--- src/rtl/macro.vh ---
// Shared constants for the compare/arbiter blocks.
`ifndef MACRO_VH
`define MACRO_VH
`ifndef DATA_LENGTH
`define DATA_LENGTH 8
`endif
`endif

--- src/rtl/cmp_arbiter_2to1_pkg.sv ---
// Types and helpers shared by the 2:1 compare-swap arbiter.
package cmp_arbiter_2to1_pkg;

    typedef struct packed {
        logic g0;
        logic g1;
    } grant_t;

    // Round-robin pick: rr names the requester that wins a tie.
    function automatic grant_t rr_grant(
        input logic en,
        input logic v0,
        input logic v1,
        input logic rr
    );
        grant_t g;
        g.g0 = en & v0 & (~v1 | ~rr);
        g.g1 = en & v1 & (~v0 | rr);
        return g;
    endfunction

endpackage

--- src/rtl/cmp_swap.sv ---
// Unsigned compare-swap: lo gets the smaller operand, hi the larger (a wins lo on a tie).
module cmp_swap #(
    parameter int W = 8
) (
    input  logic [W-1:0] a,
    input  logic [W-1:0] b,
    output logic [W-1:0] lo,
    output logic [W-1:0] hi
);

    logic sel;

    assign sel = (a > b);

    mux2_1 #(.W(W)) u_mux_lo (
        .d0  (a),
        .d1  (b),
        .sel (sel),
        .y   (lo)
    );

    mux2_1 #(.W(W)) u_mux_hi (
        .d0  (b),
        .d1  (a),
        .sel (sel),
        .y   (hi)
    );

endmodule

--- src/rtl/mux2_1.sv ---
// Two-input multiplexer: y = sel ? d1 : d0.
module mux2_1 #(
    parameter int W = 8
) (
    input  logic [W-1:0] d0,
    input  logic [W-1:0] d1,
    input  logic         sel,
    output logic [W-1:0] y
);

    assign y = sel ? d1 : d0;

endmodule

--- src/rtl/cmp_arbiter_2to1.sv ---
// Round-robin 2:1 arbiter feeding a compare-swap into a one-deep result register.
// Handshake: a transfer happens on reqN when reqN_valid & reqN_ready, and on the
// output when out_valid & out_ready; valids never depend on readies.
`include "macro.vh"

module cmp_arbiter_2to1
    import cmp_arbiter_2to1_pkg::*;
#(
    parameter int DATA_LENGTH = `DATA_LENGTH,
    parameter int CNT_W       = 16
) (
    input  logic                   clk,
    input  logic                   rst_n,
    input  logic                   req0_valid,
    input  logic [DATA_LENGTH-1:0] req0_a,
    input  logic [DATA_LENGTH-1:0] req0_b,
    output logic                   req0_ready,
    input  logic                   req1_valid,
    input  logic [DATA_LENGTH-1:0] req1_a,
    input  logic [DATA_LENGTH-1:0] req1_b,
    output logic                   req1_ready,
    output logic                   out_valid,
    output logic [DATA_LENGTH-1:0] out_min,
    output logic [DATA_LENGTH-1:0] out_max,
    output logic                   out_src,
    input  logic                   out_ready,
    output logic [CNT_W-1:0]       cnt0,
    output logic [CNT_W-1:0]       cnt1
);

    localparam logic [CNT_W-1:0] CNT_ONE = {{(CNT_W-1){1'b0}}, 1'b1};

    logic                   ld;
    logic                   rr;
    grant_t                 gnt;
    logic [DATA_LENGTH-1:0] sel_a;
    logic [DATA_LENGTH-1:0] sel_b;
    logic [DATA_LENGTH-1:0] sw_lo;
    logic [DATA_LENGTH-1:0] sw_hi;

    // rst_n gates the load so no ready escapes while reset is held.
    assign ld  = rst_n & (~out_valid | out_ready);
    assign gnt = rr_grant(ld, req0_valid, req1_valid, rr);

    assign req0_ready = gnt.g0;
    assign req1_ready = gnt.g1;

    assign sel_a = gnt.g1 ? req1_a : req0_a;
    assign sel_b = gnt.g1 ? req1_b : req0_b;

    cmp_swap #(.W(DATA_LENGTH)) u_cmp_swap (
        .a  (sel_a),
        .b  (sel_b),
        .lo (sw_lo),
        .hi (sw_hi)
    );

    always_ff @(posedge clk or negedge rst_n) begin
        if (!rst_n) begin
            rr <= 1'b0;
        end else if (gnt.g0) begin
            rr <= 1'b1;
        end else if (gnt.g1) begin
            rr <= 1'b0;
        end
    end

    // Data fields only move on a grant so they keep their last value when idle.
    always_ff @(posedge clk or negedge rst_n) begin
        if (!rst_n) begin
            out_valid <= 1'b0;
            out_min   <= '0;
            out_max   <= '0;
            out_src   <= 1'b0;
        end else if (gnt.g0 | gnt.g1) begin
            out_valid <= 1'b1;
            out_min   <= sw_lo;
            out_max   <= sw_hi;
            out_src   <= gnt.g1;
        end else if (out_ready) begin
            out_valid <= 1'b0;
        end
    end

    always_ff @(posedge clk or negedge rst_n) begin
        if (!rst_n) begin
            cnt0 <= '0;
            cnt1 <= '0;
        end else begin
            if (gnt.g0) begin
                cnt0 <= cnt0 + CNT_ONE;
            end
            if (gnt.g1) begin
                cnt1 <= cnt1 + CNT_ONE;
            end
        end
    end

endmodule

--- config.mk ---
export PLATFORM = sky130hd
export DESIGN_NAME = cmp_arbiter_2to1
export DESIGN_NICKNAME = d
export VERILOG_FILES = /design/src/rtl/cmp_arbiter_2to1_pkg.sv /design/src/rtl/cmp_swap.sv /design/src/rtl/mux2_1.sv /design/src/rtl/cmp_arbiter_2to1.sv
export VERILOG_INCLUDE_DIRS = /design/src /design/src/rtl
export SDC_FILE = /design/constraint.sdc
export NUM_CORES = 1
export LEC_CHECK = 0
export BUFFER_PORTS_ARGS = -buffer_cell sky130_fd_sc_hd__buf_4
export CORE_MARGIN = 2
export CORE_UTILIZATION = 25
export DETAILED_ROUTE_END_ITERATION = 8
export PLACE_DENSITY = 0.44
export RECOVER_POWER = 50
export SKIP_LAST_GASP = 1
export SLEW_MARGIN = 5
export SYNTH_ARGS = -nofsm -noshare
export SYNTH_HDL_FRONTEND = slang
export SYNTH_SLANG_ARGS = --single-unit
--- constraint.sdc ---
create_clock -name clk -period 4.05 [get_ports clk]
set_input_delay 0.2025 -clock clk [delete_from_list [all_inputs] [get_ports clk]]
set_output_delay 0.2025 -clock clk [all_outputs]
set_load 0.01 [all_outputs]
==> results of run 1 <==
-- power groups by stage --
stage | Combinational (mW) | Sequential [mW] | Clock, mW
after global placement | 0.645 | 0.749 | 0
after detailed placement | 0.650 | 0.749 | 0
after global routing | 0.642 | 0.758 | 0.467
after floorplan | 0.308 | 0.782 | 0
after CTS | 0.650 | 0.742 | 0.448
final | 0.578 | 0.736 | 0.427
-- cell type report --
class	count	area [sq um]
clock inverters	3	23.8
flip-flops and latches	51	1280
well taps	143	179
clock buffers	5	125
repair buffers	93	601
multi-input cells	192	1480
fillers	1194	7590
inverters	11	41.3
-- cells by family (layout without fill, tap and decap cells) --
logic type,count (synthesis),count (layout),share of synthesized area
AO/OA/AOI/OAI,42,42,0.113
XOR/XNOR,30,30,0.0936
adder cells (fa/ha/maj),10,10,0.0433
buffers and inverters,25,112,0.0455
flip-flops,51,51,0.442
multiplexers,18,18,0.0858
AND/OR/NAND/NOR,92,92,0.177
-- routing by layer --
layer  share of wire  global-route usage  vias to the layer above  wire, um
li1                -                   -                     1112         -
met1            0.48               0.156                     1043      3250
met2            0.46               0.173                       64      3150
met3           0.050              0.0256                        2       341
met4          0.0050              0.0247                        0        34
met5               0                   0                        -         0
-- path summary, 6_finish.rpt --
check	startpoint	end	slack, ps	depth (start not counted)
max in group asynchronous	rst_n	out_max[0]	3450	2
setup reg to reg	out_valid	out_max[3]	920	11
min in group clk	out_ready	out_valid	300	3
hold / removal	rst_n	out_min[4]	140	2
setup / recovery	out_valid	out_max[3]	920	11
hold reg to reg	cnt1[15]	cnt1[15]	470	1
-- through the flow --
step	power (mW)	hold slack [ps]	util	setup WS, ps	area (sq um)
2_1_floorplan	1.09	-93.1	-	1240	2890
3_3_place_gp	1.39	425	0.325	903	3670
3_5_place_dp	1.40	418	0.325	888	3670
4_1_cts	1.84	107	0.338	866	3820
5_1_grt	1.87	217	0.329	648	3730
6_report	1.74	141	0.329	918	3730
-- state kept, by name, summed over array words and instances, names as in the netlist --
register	cells
cnt0	16
rr	1
cnt1	16
out_valid	1
out_max	8
out_min	8
out_src	1
-- cells in the final DEF (no fill, tap or decap), types with 2 or more instances in the layout --
cell and n:
a21oi_1 19, and4_1 4, o31ai_2 11, o31ai_1 5, nand2_1 34, mux2_4 12
and2_1 2, dfrtp_1 51, buf_4 67, xor2_1 5, and3_1 6, xnor2_1 24
clkbuf_1 26, nor3_1 17, mux2_2 6, ha_1 10, nor2_1 3, nand3_1 9
inv_1 11, o21ai_0 2, nand4_1 6, clkinvlp_4 2, nor2b_4 2, clkbuf_16 5
nor2b_1 2
-- worst register-to-register path, delay by kind of cell (launching register included) --
family	cells	cell delay (ps)
muxes	1	410
buffers and inverters	2	550
adders and majority gates	1	320
AOI/OAI and AO/OA	3	520
and+or+nand+nor	4	850
DFF	1	400
==> impl_metrics.prom, run 1 <==
# TYPE chip_impl_metric gauge
chip_impl_metric{name="placement.io_buffers",unit=""} 88
chip_impl_info{name="run_status",value="completed"} 1
chip_impl_info{name="start_kind",value="flip-flop"} 1
chip_impl_info{name="cp_top_family",value="simple AND/OR/NAND/NOR gates"} 1
chip_impl_metric{name="ys_seq_area_frac",unit=""} 0.442
chip_impl_info{name="timing.setup.critical_path_class",value="reg2reg"} 1
chip_impl_metric{name="antenna_cells",unit=""} 0
chip_impl_metric{name="timing.setup.tns",unit="ps"} 0
chip_impl_metric{name="synth_largest_type_area_fraction",unit=""} 0.442
chip_impl_metric{name="power.share.switching",unit=""} 0.350
chip_impl_metric{name="p_sw",unit="mW"} 0.609
chip_impl_metric{name="p_comb_frac",unit=""} 0.332
chip_impl_metric{name="tritoncts_num_sinks",unit=""} 51
chip_impl_metric{name="fin_crit_sh",unit=""} 0.773
chip_impl_metric{name="drv_slew",unit=""} 0
chip_impl_info{name="synth.cells.most_frequent",value="dfrtp_1, nand2_1, xnor2_1"} 1
chip_impl_metric{name="grt_pass1_vias",unit=""} 2236
chip_impl_metric{name="antenna_violating_nets_left",unit=""} 0
chip_impl_info{name="critical_path.slowest_cell",value="nor2b_1"} 1
chip_impl_metric{name="num_vias",unit=""} 2221
chip_impl_metric{name="drive_above_1_share",unit=""} 0.324
chip_impl_metric{name="layout.cells.non_filler",unit=""} 498
chip_impl_metric{name="clkSlewWorstSetupHoldPaths",unit="ps"} 70
chip_impl_metric{name="synth_nets",unit=""} 315
chip_impl_metric{name="max_cap_violations",unit=""} 0
chip_impl_metric{name="grt_overall_usage",unit=""} 0.110
chip_impl_metric{name="placedCellCount",unit=""} 490
chip_impl_metric{name="grt_max_degree",unit=""} 54
chip_impl_metric{name="max-slew-margin-rel",unit=""} 0.446
chip_impl_info{name="end_kind",value="flip-flop"} 1
chip_impl_metric{name="start_util",unit=""} 0.255
chip_impl_metric{name="number_of_buffers_created_by_cts",unit=""} 5
chip_impl_metric{name="worst_skew_pair.late_latency",unit="ps"} 290
chip_impl_metric{name="dp.final_hpwl",unit="um"} 5100
chip_impl_metric{name="rows",unit=""} 39
chip_impl_info{name="crit_path_cell_trace",value="nor2b_4, nor3_4, buf_4, mux2_2, ha_1, a21oi_1, o21ai_0, nor2b_1, buf_4, nor3_1, o31ai_1"} 1
chip_impl_metric{name="synth_enable_flop_cells",unit=""} 0
chip_impl_metric{name="wl_per_cell",unit="um"} 13.6
chip_impl_info{name="post_synth_main_area_contributors",value="dfrtp_1, xnor2_1, mux2_4, o31ai_2, nand2_1"} 1
chip_impl_metric{name="post_cts_buffers",unit=""} 0
chip_impl_metric{name="cts_hold_buffers",unit=""} 0
chip_impl_info{name="tritoncts",value="yes"} 1
chip_impl_metric{name="worst_ep_required_time",unit="ps"} 4250
chip_impl_metric{name="crit_path_max_incr_delay",unit="ps"} 450
chip_impl_metric{name="final-hold-violation-count",unit=""} 0
chip_impl_metric{name="synth-seq-cells",unit=""} 51
chip_impl_metric{name="htreeDepth",unit=""} 2
chip_impl_metric{name="yosysWarnings",unit=""} 0
chip_impl_metric{name="critPathBufInv",unit=""} 2
chip_impl_metric{name="fin_crit",unit="ps"} 3130
chip_impl_metric{name="cell_internal_pwr",unit="mW"} 1.13
chip_impl_metric{name="globalRoute.totalOverflow",unit=""} 0
chip_impl_metric{name="first_drt_iteration_drcs",unit=""} 86
chip_impl_metric{name="via_per_inst",unit=""} 4.46
chip_impl_metric{name="number_of_gates_resized_after_cts",unit=""} 0
chip_impl_metric{name="worst_ir_drop_vdd",unit="V"} 0.000199
chip_impl_info{name="synth_largest_area_cell",value="dfrtp_1"} 1
chip_impl_metric{name="setup_viol",unit=""} 0
chip_impl_metric{name="power.clock.fraction",unit=""} 0.246
chip_impl_metric{name="cts-root-to-sink-buffers",unit=""} 2
chip_impl_metric{name="clock-skew-final",unit="ps"} 5.76
chip_impl_metric{name="power-per-cell-area",unit="mW/mm^2"} 467
chip_impl_metric{name="fp.dieH",unit="um"} 111
chip_impl_metric{name="syn_area_per_cell",unit="sq um"} 10.8
chip_impl_metric{name="post-route-drc-count",unit=""} 0
chip_impl_metric{name="synth_async_sr_flop_share",unit=""} 1.00
chip_impl_metric{name="die-width",unit="um"} 111
chip_impl_metric{name="syn-instance-count",unit=""} 268
chip_impl_metric{name="peak_fanout_along_the_critical_path",unit=""} 14
chip_impl_metric{name="number_of_antenna_violations_at_the_first_check_in_global_routing",unit=""} 0
chip_impl_info{name="synthFlopType",value="dfrtp_1"} 1
chip_impl_metric{name="layout_nets",unit=""} 401
chip_impl_metric{name="core-area",unit="sq mm"} 0.0113
chip_impl_metric{name="postRouteWirelength",unit="um"} 6770
chip_impl_info{name="cts_root_buffer",value="clkbuf_16"} 1
chip_impl_metric{name="num_io_pins",unit=""} 89
chip_impl_info{name="yosys.cell_count.top_type",value="dfrtp_1"} 1
chip_impl_metric{name="tightest_slew",unit="ps"} 829
chip_impl_metric{name="max_freq",unit="MHz"} 319
chip_impl_metric{name="post_synth_num_cell_types",unit=""} 39
chip_impl_metric{name="share_seq_of_total_power",unit=""} 0.423
chip_impl_metric{name="power.static_leakage",unit="nW"} 1.70
chip_impl_metric{name="worst_ep_arrival_time",unit="ps"} 3330
chip_impl_info{name="grt_setup_unrepaired",value="no"} 1
chip_impl_metric{name="drtPass1Iterations",unit=""} 4
chip_impl_metric{name="gp_congestion",unit=""} 0.758
chip_impl_info{name="worstHoldPathType",value="in2async"} 1
chip_impl_metric{name="dieArea",unit="sq mm"} 0.0124
chip_impl_info{name="path_common_cell",value="buf_4"} 1
chip_impl_metric{name="area_growth_syn_to_layout",unit="%"} 29.0
chip_impl_metric{name="mappedNetlistArea",unit="sq mm"} 0.00289
chip_impl_metric{name="grt_pass1_wl",unit="um"} 11300
No activity file was read; power rests on OpenSTA's default activity.
==> run 2, diff against run 1 <==
clock period = 3 ns   (was 4.05 ns; I/O delays follow)
==> run 2 against run 1 <==
  * Power rose by 48%
  * Die area did not move
  * Hold slack improved by 78 ps
  * Largest cell class unchanged
  * Largest power group unchanged
  * Highest routed layer unchanged
==> impl_metrics.prom, run 2 (synthesized netlist as in run 1, its figures left out) <==
# TYPE chip_impl_metric gauge
chip_impl_metric{name="tritoncts_num_sinks",unit=""} 51
chip_impl_metric{name="grt_max_degree",unit=""} 54
chip_impl_metric{name="num_vias",unit=""} 2385
chip_impl_info{name="layout_common_cells",value="buf_4, dfrtp_1, nand2_1, clkbuf_1, xnor2_1"} 1
chip_impl_metric{name="cts_hold_buffers",unit=""} 0
chip_impl_metric{name="worst_ep_required_time",unit="ps"} 3140
chip_impl_metric{name="number_of_buffers_created_by_cts",unit=""} 5
chip_impl_metric{name="rows",unit=""} 39
chip_impl_info{name="layout.cells.most_common",value="buf_4"} 1
chip_impl_metric{name="core-area",unit="sq mm"} 0.0113
chip_impl_metric{name="clock-skew-final",unit="ps"} 5.69
chip_impl_metric{name="grt_pass1_vias",unit=""} 2340
chip_impl_metric{name="placement_stage_worst_setup_slack",unit="ps"} -374
chip_impl_metric{name="fin_total_pwr",unit="mW"} 2.57
chip_impl_metric{name="htreeDepth",unit=""} 2
chip_impl_metric{name="crit_path_max_incr_delay",unit="ps"} 380
chip_impl_metric{name="layout.cells.non_filler",unit=""} 532
chip_impl_metric{name="layout_nets",unit=""} 435
chip_impl_metric{name="via_per_inst",unit=""} 4.48
chip_impl_metric{name="dp.final_hpwl",unit="um"} 5230
chip_impl_metric{name="max_freq",unit="MHz"} 347
chip_impl_info{name="grt_setup_unrepaired",value="yes"} 1
chip_impl_metric{name="drtPass1Iterations",unit=""} 4
chip_impl_info{name="start_kind",value="flip-flop"} 1
chip_impl_info{name="run_status",value="completed"} 1
chip_impl_info{name="end_kind",value="flip-flop"} 1
chip_impl_metric{name="num_io_pins",unit=""} 89
chip_impl_metric{name="tightest_slew",unit="ps"} 1370
chip_impl_metric{name="cell_area_placed",unit="sq mm"} 0.00391
chip_impl_metric{name="grt_overall_usage",unit=""} 0.114
chip_impl_metric{name="post-route-drc-count",unit=""} 0
chip_impl_metric{name="whs_path_depth",unit=""} 3
chip_impl_metric{name="drive_above_1_share",unit=""} 0.422
chip_impl_metric{name="worst_ir_drop_vdd",unit="V"} 0.000235
chip_impl_metric{name="die-width",unit="um"} 111
chip_impl_metric{name="dieArea",unit="sq mm"} 0.0124
chip_impl_info{name="layout_top_registers",value="cnt0 x16, cnt1 x16"} 1
chip_impl_metric{name="grt_pass1_wl",unit="um"} 11600
chip_impl_metric{name="number_of_antenna_violations_at_the_first_check_in_global_routing",unit=""} 0
chip_impl_info{name="crit_path_cell_trace",value="nor2b_4, nor3_4, buf_12, mux2_2, ha_1, buf_4, nand4_2, nor2_2, buf_4, a211o_1, buf_6, a21oi_1, o31ai_2"} 1
chip_impl_metric{name="setup_ws_final",unit="ps"} 117
chip_impl_metric{name="gp_congestion",unit=""} 0.779
chip_impl_metric{name="fp.dieH",unit="um"} 111
chip_impl_metric{name="final-hold-violation-count",unit=""} 0
chip_impl_info{name="path_common_cell",value="buf_4"} 1
chip_impl_metric{name="max-slew-margin-rel",unit=""} 0.0852
chip_impl_metric{name="fin_crit_sh",unit=""} 0.961
chip_impl_metric{name="cts-root-to-sink-buffers",unit=""} 2
chip_impl_metric{name="area_growth_syn_to_layout",unit="%"} 44.1
chip_impl_info{name="worstHoldPathType",value="in2reg"} 1
chip_impl_metric{name="placedCellCount",unit=""} 518
chip_impl_metric{name="max_cap_violations",unit=""} 0
chip_impl_metric{name="drv_slew",unit=""} 0
chip_impl_metric{name="worst_ep_arrival_time",unit="ps"} 3030
chip_impl_info{name="critical_path.slowest_cell",value="dfrtp_1"} 1
chip_impl_metric{name="worst_skew_pair.late_latency",unit="ps"} 290
chip_impl_metric{name="globalRoute.totalOverflow",unit=""} 0
chip_impl_metric{name="peak_fanout_along_the_critical_path",unit=""} 8
chip_impl_metric{name="antenna_violating_nets_left",unit=""} 0
chip_impl_metric{name="setup_viol",unit=""} 0
chip_impl_metric{name="clkSlewWorstSetupHoldPaths",unit="ps"} 60
chip_impl_metric{name="first_drt_iteration_drcs",unit=""} 81
chip_impl_metric{name="placement.io_buffers",unit=""} 88
chip_impl_metric{name="postRouteWirelength",unit="um"} 7280
chip_impl_metric{name="antenna_cells",unit=""} 0
chip_impl_metric{name="fin_crit",unit="ps"} 2880
chip_impl_metric{name="finish.instance_area",unit="sq mm"} 0.00416
chip_impl_info{name="cts_root_buffer",value="clkbuf_16"} 1
chip_impl_metric{name="start_util",unit=""} 0.255
chip_impl_metric{name="reg2reg_depth",unit=""} 13
chip_impl_info{name="tritoncts",value="yes"} 1
chip_impl_metric{name="power-per-cell-area",unit="mW/mm^2"} 618
chip_impl_info{name="timing.setup.critical_path_class",value="reg2reg"} 1
chip_impl_metric{name="power.static_leakage",unit="nW"} 1.92
chip_impl_metric{name="wl_per_cell",unit="um"} 13.7
## run 2: cell types whose count changed in the layout (fill, tap and decap cells not counted), sizes merged
| cell | previous run | this run |
|---|---|---|
| clkinvlp | 2 | 0 |
| clkinv | 0 | 1 |
| buf | 67 | 100 |
| bufinv | 0 | 1 |
| clkbuf | 31 | 33 |
| inv | 12 | 11 |
## run 2: what timing repair did
item / 4_1_cts / 5_1_grt
pin swaps: 0 / 8
gates cloned: 0 / 3
setup endpoints to repair: 16 / 16
buffers inserted: 0 / 3
gates resized for setup: 2 / 24
## run 2: final timing paths
| path | start | slack (ps) | to |
|---|---|---|---|
| setup / recovery | out_valid | 120 | out_max[4] |
| hold / removal | out_ready | 220 | out_valid |
| setup reg to reg | out_valid | 120 | out_max[4] |
| hold reg to reg | cnt1[15] | 470 | cnt1[15] |
| max in group asynchronous | rst_n | 1850 | cnt0[10] |
| min in group asynchronous | rst_n | 330 | cnt1[7] |
## run 2: where the power goes
group	internal, mW	switching [mW]	total (mW)
combinational	0.458	0.445	0.903
clock	0.415	0.254	0.669
sequential	0.850	0.148	0.998
total	1.72	0.847	2.57
## run 2: layer usage
metal	global-route usage	up-vias	share of wire
met5	0	-	0
met4	0.0370	0	0.013
met3	0.0310	5	0.061
met2	0.178	67	0.47
met1	0.154	1133	0.45
li1	-	1180	-
## run 2: final cells by class
class,count,area (sq um)
multi-input cells,192,1570
clock inverters,2,35.0
flip-flops and latches,51,1280
clock buffers,6,139
inverters,11,41.3
repair buffers,127,918
fillers,1199,7160
well taps,143,179
## run 2: worst max-delay path: cells and delay by family, from the launching register on
kind | cells | cell delay, ps
buffers and inverters | 4 | 620
AND/OR/NAND/NOR | 4 | 550
AO/OA/AOI/OAI | 3 | 520
flip-flops | 1 | 380
multiplexers | 1 | 350
adder cells (fa/ha/maj) | 1 | 320
## run 2: per-stage QoR
| stage | setup TNS, ps | hold WS [ps] | utilization |
|---|---|---|---|
| 2_1_floorplan | 0 | -146 | - |
| 3_3_place_gp | -2750 | 353 | 0.345 |
| 3_5_place_dp | -5430 | 368 | 0.345 |
| 4_1_cts | 0 | 47.6 | 0.361 |
| 5_1_grt | -172 | 241 | 0.367 |
| 6_report | 0 | 219 | 0.367 |
